File: src/rtl/track_mixer.sv
// Sequential gain-weighted track mixer: snapshots one frame of track samples,
// accumulates one channel per cycle, then saturates the sum to the output word width.
module track_mixer #(
   parameter int WORD_WIDTH = 8,
   parameter int CHANNELS   = 8,
   parameter int GAIN_WIDTH = 3,
   parameter int GAIN_SHIFT = 2
) (
   input  logic                           clk,
   input  logic                           rst,
   input  logic                           start,
   input  logic [CHANNELS*WORD_WIDTH-1:0] samples,
   input  logic [CHANNELS*GAIN_WIDTH-1:0] gains,
   input  logic [CHANNELS-1:0]            mute,
   output logic [WORD_WIDTH-1:0]          mix_out,
   output logic                           mix_valid,
   output logic                           clip,
   output logic                           busy,
   output logic                           overrun
);

   localparam int CNT_W  = $clog2(CHANNELS);
   localparam int PROD_W = WORD_WIDTH + GAIN_WIDTH + 1;
   localparam int ACC_W  = WORD_WIDTH + GAIN_WIDTH + CNT_W + 1;
   localparam logic [CNT_W-1:0] LAST_CH = CNT_W'(CHANNELS - 1);
   localparam logic signed [ACC_W-1:0] SAT_MAX =
      {{(ACC_W-WORD_WIDTH+1){1'b0}}, {(WORD_WIDTH-1){1'b1}}};
   localparam logic signed [ACC_W-1:0] SAT_MIN = ~SAT_MAX;

   typedef enum logic [1:0] {IDLE, ACCUM, SAT} state_t;

   state_t                          state;
   state_t                          state_nxt;
   logic                            accept;
   logic [CNT_W-1:0]                cnt;
   logic signed [ACC_W-1:0]         acc;
   logic signed [ACC_W-1:0]         term;
   logic [CHANNELS*WORD_WIDTH-1:0]  samples_q;
   logic [CHANNELS*GAIN_WIDTH-1:0]  gains_q;
   logic [CHANNELS-1:0]             mute_q;
   logic signed [WORD_WIDTH-1:0]    smp_arr  [CHANNELS];
   logic [GAIN_WIDTH-1:0]           gain_arr [CHANNELS];

   // Gain is zero-extended so the product stays signed; >>> floors toward -inf.
   function automatic logic signed [ACC_W-1:0] scale_term(
      input logic signed [WORD_WIDTH-1:0] smp,
      input logic [GAIN_WIDTH-1:0]        gain
   );
      logic signed [PROD_W-1:0] smp_x;
      logic signed [PROD_W-1:0] gain_x;
      logic signed [PROD_W-1:0] prod;
      smp_x  = {{(GAIN_WIDTH+1){smp[WORD_WIDTH-1]}}, smp};
      gain_x = {{(WORD_WIDTH+1){1'b0}}, gain};
      prod   = smp_x * gain_x;
      prod   = prod >>> GAIN_SHIFT;
      return {{(ACC_W-PROD_W){prod[PROD_W-1]}}, prod};
   endfunction

   // Returns {clip, word}.
   function automatic logic [WORD_WIDTH:0] saturate(
      input logic signed [ACC_W-1:0] a
   );
      if (a > SAT_MAX)
         return {1'b1, 1'b0, {(WORD_WIDTH-1){1'b1}}};
      else if (a < SAT_MIN)
         return {1'b1, 1'b1, {(WORD_WIDTH-1){1'b0}}};
      else
         return {1'b0, a[WORD_WIDTH-1:0]};
   endfunction

   always_comb begin
      for (int k = 0; k < CHANNELS; k++) begin
         smp_arr[k]  = samples_q[k*WORD_WIDTH +: WORD_WIDTH];
         gain_arr[k] = gains_q[k*GAIN_WIDTH +: GAIN_WIDTH];
      end
   end

   always_comb begin
      term = '0;
      if (!mute_q[cnt])
         term = scale_term(smp_arr[cnt], gain_arr[cnt]);
   end

   always_ff @(posedge clk or negedge rst) begin
      if (!rst)
         state <= IDLE;
      else
         state <= state_nxt;
   end

   always_comb begin
      state_nxt = state;
      accept    = 1'b0;
      case (state)
         IDLE: begin
            if (start) begin
               accept    = 1'b1;
               state_nxt = ACCUM;
            end
         end
         ACCUM: begin
            if (cnt == LAST_CH)
               state_nxt = SAT;
         end
         SAT:     state_nxt = IDLE;
         default: state_nxt = IDLE;
      endcase
   end

   assign busy = (state != IDLE);

   // Frame snapshot is pure data; it is only meaningful once a frame is accepted.
   always_ff @(posedge clk) begin
      if (accept) begin
         samples_q <= samples;
         gains_q   <= gains;
         mute_q    <= mute;
      end
   end

   always_ff @(posedge clk or negedge rst) begin
      if (!rst) begin
         cnt       <= '0;
         acc       <= '0;
         mix_out   <= '0;
         clip      <= 1'b0;
         mix_valid <= 1'b0;
         overrun   <= 1'b0;
      end else begin
         mix_valid <= 1'b0;
         if (start && state != IDLE)
            overrun <= 1'b1;
         case (state)
            IDLE: begin
               if (accept) begin
                  acc <= '0;
                  cnt <= '0;
               end
            end
            ACCUM: begin
               acc <= acc + term;
               cnt <= cnt + CNT_W'(1);
            end
            SAT: begin
               {clip, mix_out} <= saturate(acc);
               mix_valid       <= 1'b1;
            end
            default: ;
         endcase
      end
   end

endmodule

File: config.mk
export PLATFORM = sky130hd
export DESIGN_NAME = track_mixer
export DESIGN_NICKNAME = d
export VERILOG_FILES = /design/src/rtl/track_mixer.sv
export SDC_FILE = /design/constraint.sdc
export NUM_CORES = 1
export LEC_CHECK = 0
export ABC_CLOCK_PERIOD_IN_PS = 12800
export CORE_MARGIN = 8
export CORE_UTILIZATION = 40
export DETAILED_ROUTE_END_ITERATION = 10
export PLACE_DENSITY = 0.59
export SLEW_MARGIN = 20
export SYNTH_ARGS = -nofsm -noshare
export SYNTH_HDL_FRONTEND = slang
export SYNTH_SLANG_ARGS = --single-unit
File: constraint.sdc
create_clock -name clk -period 12.8 [get_ports clk]
set_input_delay 2.56 -clock clk [delete_from_list [all_inputs] [get_ports clk]]
set_output_delay 2.56 -clock clk [all_outputs]
set_load 0.01 [all_outputs]
==> results.tsv <==
stage	metric	value	unit
logic_synthesis	Netlist Area Pre-Place	6330	um2
sta	Tmin final	6.60	ns
place	GPL Wtd Cong	0.820	
clocking	CTS Sinks	127	
clocking	Worst-path clk slew	0.05	ns
sta	setup violators final	0	
min_path	worst min path class	reg2reg	
sta	final period utilization	51.6	%
place	dpl cells	787	
finish	Fill cells	1336	
clocking	CTS Buf Count	17	
floorplan	effective utilization at floorplan	40.4	%
finish	layout cell share with drive strength beyond 1	11.1	%
finish	non-filler cells, final	819	
grt	antenna violations before repair	0	
clocking	Post-CTS Resized	0	
routing	drt first pass iters	4	
grt	grt ovf	0	
worst_setup_path	setup slack, reg-to-reg	6.20	ns
worst_setup_path	Data arrival, critical path	6.96	ns
grt	pin count of the biggest net entering global routing	53	
logic_synthesis	Compound-Gate Fraction of Synth Area	8.14	%
clocking	CTS tree	done	
logic_synthesis	cells after synthesis	470	
sta	Final Hold Viols	0	
worst_setup_path	Critical Path Sink Type	register	
routing	drt wl/cell	15.9	um
clocking	CTS Hold Buffers Added	0	
clocking	H-Tree Depth	4	
logic_synthesis	Post-synth EDFFs	96	
floorplan	die area	20100	um2
finish	area occupied by multi-input gates	2480	um2
worst_setup_path	Crit Path Max Fanout	27	
worst_setup_path	critical path startpoint category	register	
sta	Worst-Margin Slew	0.901	ns
logic_synthesis	Synth Net Count	611	
place	port bufs	110	
routing	via count	4002	
clocking	Clock Latency Late Sink	0.42	ns
sta	Max Clock Skew	0.00853	ns
routing	Final ANT Viol Nets	0	
floorplan	Die X	142	um
sta	RSZ-0062 raised after global routing	false	
sta	max_slew headroom	39.9	%
logic_synthesis	ys flop type	edfxtp_1	
logic_synthesis	distinct cell type count after synthesis	46	
routing	drt total wl	13000	um
floorplan	total core area	15700	um2
sta	final max-slew violation count	0	
finish	most frequent cells in the layout	clkdlybuf4s50_1, edfxtp_1, nor2_1, o21ai_0, inv_1	
worst_setup_path	Setup Crit Path Kind	reg2reg	
sta	fmax	0.151	GHz
logic_synthesis	adder-cell share of the synthesized area	9.37	%
flow_run	Max-Cap Viols	0	
finish	commonest non-fill, non-tap cell in the layout	clkdlybuf4s50_1	
floorplan	row count	46	
routing	drt drc	0	
logic_synthesis	Post-Synth XOR/XNOR Area	2.49	%
finish	Register Area	3660	um2
clocking	CTS Root Cell	clkbuf_16	
finish	NumNets Final	731	
finish	final core utilization	52.9	%
grt	vias in the first global route	4393	
finish	Area Growth Syn to Fin	30.9	%
grt	Total Routing Usage GR	13.7	%
logic_synthesis	Syn. warnings	0	
routing	drt initial violations	278	
clocking	setup bufs post-CTS	0	
logic_synthesis	main combinational cell family by area after synthesis	multiplexers	
logic_synthesis	Post-Synth Simple-Gate Area	8.06	%
worst_setup_path	Worst EP required	13.15	ns
logic_synthesis	FFs w/ async S/R, synth	24.4	%
grt	first-pass GRT wire length	21300	um
sta	Fin Setup TNS	0	ns
place	DP HPWL	9660	um
run_status	status	complete, no violations	
routing	vias per cell	4.89	
floorplan	number of I/O pins	111	
logic_synthesis	syn_area_per_cell	13.5	um2
finish	Antenna diodes	0	
clocking	CTS Buffer Depth	2	
floorplan	die boundary height	142	um
logic_synthesis	register area share after synthesis	57.8	%
logic_synthesis	Yosys reg bits	127	
logic_synthesis	multiplexer area fraction after synthesis	11.1	%
-- metal layers --
layer / GRT usage, % / routed length [um] / up-vias
met1: 15.5 / 5620 / 1890
li1: - / - / 1982
met4: 5.31 / 191 / 0
met2: 22.8 / 6280 / 113
met3: 5.58 / 924 / 17
met5: 0 / 0 / -
-- area by class of cell --
cell class,count,share of cell area [%]
Sequential cell,127,44.2
Multi-Input combinational cell,293,29.9
Inverter,36,1.65
Tap cell,216,3.26
Timing Repair Buffer,115,13.7
Clock inverter,11,1.99
Clock buffer,21,5.31
-- worst max-delay path, stage by stage (launching register included) --
cell and delay (ns):
dfrtp_2 0.34, buf_4 0.42, mux4_1 0.61, mux2i_1 0.49
nor2_1 0.11, ha_1 0.34, fa_1 0.53, fa_1 0.48
a21o_1 0.20, a21oi_1 0.22, o21bai_1 0.09, a21oi_1 0.22
xnor2_1 0.14, nor2_1 0.06, ha_1 0.31, o21a_1 0.13
a2111oi_0 0.68, nor2_1 0.23, nand4b_1 0.17, nand4b_1 0.12
and3_1 0.21, o41a_1 0.36, nand2_1 0.07
-- Yosys cell counts (10+ instances only) --
| library cell | n | share of area [%] |
|---|---|---|
| o21ai_0 | 37 | 2.9 |
| dfrtp_1 | 31 | 12 |
| inv_1 | 36 | 2.1 |
| a21oi_1 | 14 | 1.1 |
| clkbuf_1 | 10 | 0.59 |
| mux4_2 | 23 | 8.2 |
| ha_1 | 33 | 6.5 |
| edfxtp_1 | 96 | 46 |
| mux2i_1 | 13 | 2.1 |
| nor2_1 | 38 | 2.3 |
| nand2_1 | 31 | 1.8 |
-- cells by family (layout without fill, tap and decap cells) --
kind of cell | Yosys count | in the layout
DFF | 127 | 127
and+or+nand+nor | 109 | 109
AOI/OAI and AO/OA | 85 | 85
buffers and inverters | 50 | 183
adders and majority gates | 42 | 42
muxes | 39 | 39
xor gates and xnor gates | 18 | 18
-- worst paths after layout --
path | from | end | cells past startpoint
max | cnt[0] | acc[14] | 22
min in group asynchronous | rst | overrun | 2
min reg2reg | overrun | overrun | 1
max in group asynchronous | rst | cnt[0] | 2
max reg2reg | cnt[0] | acc[14] | 22
min | overrun | overrun | 1
-- sequential cells by signal, summed over array words and instances, names as in the netlist --
name and flops:
acc 15, cnt 3, gains_q 24, overrun 1, mix_out 8, clip 1, mute_q 8, mix_valid 1
samples_q 64, state 2
-- metrics by stage --
stage	hold slack, ns	setup slack [ns]	cell area (um2)
final	0.453	6.20	8290
after global routing	0.482	5.73	8290
after CTS	0.456	6.16	8290
after detailed placement	0.444	6.25	7680
after global placement	0.441	6.44	7680
after floorplan	0.473	6.41	6330
Power is left out: the tool's default activity adds up to more than one toggle a clock period on the data nets, which glitch-free logic cannot reach.
